==> src/rtl/alu_div_seq_if.sv <==
// Bus bundle for the sequential divider: request/result handshake plus the
// operand/result path to the external ALU that performs the subtractions.
interface alu_div_seq_if;
  logic       start;
  logic [7:0] dividend;
  logic [7:0] divisor;
  logic [7:0] alu_out;
  logic [3:0] alu_fun_sel;
  logic [7:0] alu_a;
  logic [7:0] alu_b;
  logic       busy;
  logic       done;
  logic       div_err;
  logic [7:0] quotient;
  logic [7:0] remainder;

  modport master (
    output start, dividend, divisor, alu_out,
    input  alu_fun_sel, alu_a, alu_b, busy, done, div_err, quotient, remainder
  );

  modport slave (
    input  start, dividend, divisor, alu_out,
    output alu_fun_sel, alu_a, alu_b, busy, done, div_err, quotient, remainder
  );
endinterface

==> src/rtl/alu_div_seq.sv <==
// 8-bit unsigned restoring divider that borrows an external ALU for its
// trial subtractions: one quotient bit per CALC cycle, MSB first.
module alu_div_seq #(
  parameter logic [3:0] SUB_CODE  = 4'b0101,
  parameter logic [3:0] IDLE_CODE = 4'b0000
) (
  input logic         clk,
  input logic         rst,
  alu_div_seq_if.slave bus
);

  typedef enum logic [1:0] {IDLE, CALC, DONE} state_t;

  state_t     state;
  logic [7:0] n;
  logic [7:0] d;
  logic [7:0] r;
  logic [7:0] q;
  logic [2:0] k;
  logic [3:0] fun_sel;
  logic       busy;
  logic       done;
  logic       div_err;
  logic [7:0] quotient;
  logic [7:0] remainder;

  logic       t8;
  logic [7:0] t_low;
  logic [7:0] diff;
  logic       ge;
  logic [7:0] r_next;
  logic [7:0] q_next;

  // Shifted partial remainder T = {R, N[k]}; the ALU returns T[7:0] - D, and the
  // 9th bit plus the MSB relationship decide whether T >= D without a wide compare.
  always_comb begin
    t8     = r[7];
    t_low  = {r[6:0], n[k]};
    diff   = bus.alu_out;
    ge     = t8 | (t_low[7] & ~d[7]) | (~(t_low[7] ^ d[7]) & ~diff[7]);
    r_next = ge ? diff : t_low;
    q_next = q;
    q_next[k] = ge;
  end

  assign bus.alu_fun_sel = fun_sel;
  assign bus.alu_a       = (state == CALC) ? t_low : 8'h00;
  assign bus.alu_b       = (state == CALC) ? d     : 8'h00;
  assign bus.busy        = busy;
  assign bus.done        = done;
  assign bus.div_err     = div_err;
  assign bus.quotient    = quotient;
  assign bus.remainder   = remainder;

  always_ff @(posedge clk or posedge rst) begin
    if (rst) begin
      state     <= IDLE;
      n         <= 8'h00;
      d         <= 8'h00;
      r         <= 8'h00;
      q         <= 8'h00;
      k         <= 3'd0;
      fun_sel   <= IDLE_CODE;
      busy      <= 1'b0;
      done      <= 1'b0;
      div_err   <= 1'b0;
      quotient  <= 8'h00;
      remainder <= 8'h00;
    end else begin
      case (state)
        IDLE: begin
          if (bus.start) begin
            busy <= 1'b1;
            if (bus.divisor == 8'h00) begin
              // Divide-by-zero short-circuits straight to DONE; the ALU stays idle.
              state     <= DONE;
              done      <= 1'b1;
              div_err   <= 1'b1;
              quotient  <= 8'hFF;
              remainder <= bus.dividend;
            end else begin
              state   <= CALC;
              n       <= bus.dividend;
              d       <= bus.divisor;
              r       <= 8'h00;
              q       <= 8'h00;
              k       <= 3'd7;
              fun_sel <= SUB_CODE;
            end
          end
        end
        CALC: begin
          r <= r_next;
          q <= q_next;
          k <= k - 3'd1;
          if (k == 3'd0) begin
            state     <= DONE;
            done      <= 1'b1;
            div_err   <= 1'b0;
            quotient  <= q_next;
            remainder <= r_next;
            fun_sel   <= IDLE_CODE;
          end
        end
        DONE: begin
          state <= IDLE;
          done  <= 1'b0;
          busy  <= 1'b0;
        end
        default: begin
          state   <= IDLE;
          done    <= 1'b0;
          busy    <= 1'b0;
          fun_sel <= IDLE_CODE;
        end
      endcase
    end
  end

endmodule

==> src/flat_wrapper.sv <==
// flat-port wrapper written by rule: the top's interface ports become plain ports
module alu_div_seq_flat 
#(
  parameter logic [3:0] SUB_CODE  = 4'b0101,
  parameter logic [3:0] IDLE_CODE = 4'b0000
)
  (clk, rst, bus_start, bus_dividend, bus_divisor, bus_alu_out, bus_alu_fun_sel, bus_alu_a, bus_alu_b, bus_busy, bus_done, bus_div_err, bus_quotient, bus_remainder);
  alu_div_seq_if bus_i ();
  input logic clk;
  input logic rst;
  input wire logic [$bits(bus_i.start)-1:0] bus_start;
  input wire logic [$bits(bus_i.dividend)-1:0] bus_dividend;
  input wire logic [$bits(bus_i.divisor)-1:0] bus_divisor;
  input wire logic [$bits(bus_i.alu_out)-1:0] bus_alu_out;
  output wire logic [$bits(bus_i.alu_fun_sel)-1:0] bus_alu_fun_sel;
  output wire logic [$bits(bus_i.alu_a)-1:0] bus_alu_a;
  output wire logic [$bits(bus_i.alu_b)-1:0] bus_alu_b;
  output wire logic [$bits(bus_i.busy)-1:0] bus_busy;
  output wire logic [$bits(bus_i.done)-1:0] bus_done;
  output wire logic [$bits(bus_i.div_err)-1:0] bus_div_err;
  output wire logic [$bits(bus_i.quotient)-1:0] bus_quotient;
  output wire logic [$bits(bus_i.remainder)-1:0] bus_remainder;
  assign bus_i.start = bus_start;
  assign bus_i.dividend = bus_dividend;
  assign bus_i.divisor = bus_divisor;
  assign bus_i.alu_out = bus_alu_out;
  assign bus_alu_fun_sel = bus_i.alu_fun_sel;
  assign bus_alu_a = bus_i.alu_a;
  assign bus_alu_b = bus_i.alu_b;
  assign bus_busy = bus_i.busy;
  assign bus_done = bus_i.done;
  assign bus_div_err = bus_i.div_err;
  assign bus_quotient = bus_i.quotient;
  assign bus_remainder = bus_i.remainder;
  alu_div_seq #(.SUB_CODE(SUB_CODE), .IDLE_CODE(IDLE_CODE)) u_core (.clk(clk), .rst(rst), .bus(bus_i));
endmodule
==> config.mk <==
export PLATFORM = sky130hd
export DESIGN_NAME = alu_div_seq_flat
export DESIGN_NICKNAME = d
export VERILOG_FILES = /design/src/rtl/alu_div_seq_if.sv /design/src/rtl/alu_div_seq.sv /design/src/flat_wrapper.sv
export SDC_FILE = /design/constraint.sdc
export NUM_CORES = 1
export LEC_CHECK = 0
export BUFFER_PORTS_ARGS = -buffer_cell sky130_fd_sc_hd__buf_4
export CORE_MARGIN = 1
export CORE_UTILIZATION = 50
export CTS_CLUSTER_DIAMETER = 120
export DETAILED_ROUTE_END_ITERATION = 7
export PLACE_DENSITY = 0.87
export SYNTH_ARGS = -nofsm -noshare
export SYNTH_HDL_FRONTEND = slang
export SYNTH_SLANG_ARGS = --single-unit
==> constraint.sdc <==
create_clock -name clk -period 6.2 [get_ports clk]
set_input_delay 1.24 -clock clk [delete_from_list [all_inputs] [get_ports clk]]
set_output_delay 1.24 -clock clk [all_outputs]
set_load 0.05 [all_outputs]
==> metrics.csv <==
metric,value,unit
Cells after Synth,281,
minimum clock period,3267,ps
fin. max-slew vios,0,
# port buffers,63,
CP Buf/Inv Count,1,
Yosys reg bits,57,
H-tree lvl count,3,
CP Capture Type,output pin,
CTS root buf,clkbuf_8,
Initial Utilization,0.5274,
critical path data required time,4960,ps
Yosys top cell by area,dfrtp_1,
Max Clk Rate,306.1,MHz
post-synthesis sequential area ratio,0.4822,
# clock sinks,57,
syn_area_per_cell,10.53,um2
largest net degree at the start of global routing,58,
Synth Cell Area,0.002958,mm2
Setup CP Type,register to output pin,
antenna violations before repair,0,
yosys synthesis warning count,0,
Synth area leaders,"dfrtp_1 48%, mux2_2 8.8%, a21o_1 3.3%",
row cnt,27,
Die X,78.92,um
RSZ-0062 raised after global routing,no,
WL per Instance,17.24,um
DR pass1 iterations,4,
DR iter-0 viols,230,
Hold Crit Class,register to register,
TritonCTS clock tree,yes,
# DRC,0,
"Arr. time, crit path",2030,ps
core area,0.005608,mm2
hpwl dp,4601,um
via-per-instance ratio,5.722,
CTS clock-pin slew for the worst setup and hold paths,70,ps
max-cap violations,0,
slowest cell delay on critical path,610,ps
Synth cell types,45,
Final period util,0.5269,
GR Util All Layers,0.2471,
final hold slack,487.4,ps
clock latency on the worst-skew pair,340,ps
Least-Margin Pin Slew,883.8,ps
"Hold Vio Cnt, Final",0,
number of global-route vias before repair,2435,
asr flop ratio synth,1.000,
Startpoint Class,register,
Slowest cell on crit path,nand2b_1,
Routed WL,7137,um
layout cells sized above 1,0.3246,
CTS Buf Count,9,
Setup Buffers After CTS,0,
antenna cells,0,
CTS resizes,0,
Synth top area share,0.4822,
number of flops mapped to enable cells by yosys,0,
I/O pin total,66,
crit path max fanout,21,
GR Overflow Total,0,
Die H,78.92,um
hold buffer count at CTS,0,
Area growth syn-to-layout,23.94,%
Layout Nets,367,
final core occ,0.6537,
CP Cell Sequence,nand2b_1 > nor2_1 > buf_4,
first-pass GRT wire length,11650,um
Antenna Nets Post-Route,0,
Slew HR,0.4108,
CTS max path bufs,2,
die area,0.006228,mm2
status,"finished, final reports clean",
"Top FF cell, synth",dfrtp_1,
DR vias,2369,
crit-path leading delay family,simple AND/OR/NAND/NOR gates,
Fin Setup TNS,0,ps
GPL Wtd Cong,0.8235,
Final Skew,5.371,ps
# setup viols final,0,
-- layout make-up --
cell class,instances,area [um2]
Clock buffer,11,141.4
Clock inverter,5,102.6
Fill cell,470,1942
Inverter,12,50.05
Multi-Input combinational cell,192,1368
Sequential cell,57,1426
Tap cell,72,90.09
Timing Repair Buffer,65,488.0
-- through the flow --
step	cells	cell area [um2]	setup WS, ps
global placement	398	3422	3345
floorplan	282	2962	3325
detailed placement	398	3422	3335
global route	414	3666	2835
CTS	414	3666	2935
finish	414	3666	2933
-- final timing paths --
path / slack [ps] / endpoint / depth (start not counted) / start
worst max-delay path: 2930 / bus_alu_b[7] / 3 / u_core.state[1]$_DFFE_PP0P_
worst min-delay path: 490 / u_core.bus.remainder[1]$_DFFE_PP0P_ / 1 / u_core.bus.remainder[1]$_DFFE_PP0P_
worst max register to register: 4000 / u_core.bus.quotient[0]$_DFFE_PP0P_ / 7 / u_core.k[0]$_DFFE_PP0P_
worst min register to register: 490 / u_core.bus.remainder[1]$_DFFE_PP0P_ / 1 / u_core.bus.remainder[1]$_DFFE_PP0P_
max in group asynchronous: 4620 / u_core.bus.quotient[6]$_DFFE_PP0P_ / 3 / rst
min in group asynchronous: 1110 / u_core.bus.quotient[7]$_DFFE_PP0P_ / 3 / rst
-- per-layer routing --
layer	share of wire	GRT usage	routed length [um]
met1	0.43	0.3228	3072
met2	0.49	0.3913	3521
met3	0.058	0.04828	416
met4	0.018	0.1273	126
met5	0	0	0
-- cells in the mapped netlist (all sizes together) (2+ instances only) --
cell,count
nand2b,5
mux2i,5
o2bb2ai,5
a22oi,2
and2,14
nor3,8
nand3b,2
nor2b,4
buf,11
nor4,2
o21a,3
o21ai,16
nor2,19
and3,4
a21oi,13
o211ai,4
mux2,30
dfrtp,57
nand2,9
a31oi,7
nand3,9
a211oi,2
clkbuf,10
nor3b,2
a21o,13
inv,11
ha,3
-- cell usage in the layout, fill, tap and decap left out, drive strengths merged, types with 11 or more instances in the layout --
cell    count
a21o       13
a21oi      13
and2       14
buf        65
clkbuf     11
dfrtp      57
inv        11
mux2       30
nor2       19
o21ai      16
-- logic make-up (layout without fill, tap and decap cells) --
kind of cell | count (synthesis) | after routing | synth area share
and+or+nand+nor | 81 | 81 | 0.1578
AOI/OAI and AO/OA | 71 | 71 | 0.1574
DFF | 57 | 57 | 0.4822
muxes | 35 | 35 | 0.1311
buffers and inverters | 33 | 93 | 0.05753
adders and majority gates | 3 | 3 | 0.01269
other | 1 | 2 | 0.001268
-- flip-flops by register name, summed over array words and instances, names as in the netlist --
register,cells
u_core.state,2
u_core.k,3
u_core.q,8
u_core.r,8
u_core.bus.remainder,8
u_core.bus.done,1
u_core.n,8
u_core.d,8
u_core.bus.busy,1
u_core.bus.alu_fun_sel,1
u_core.bus.quotient,8
u_core.bus.div_err,1
Power is left out: the tool's default activity adds up to more than one toggle a clock period on the data nets, which glitch-free logic cannot reach.
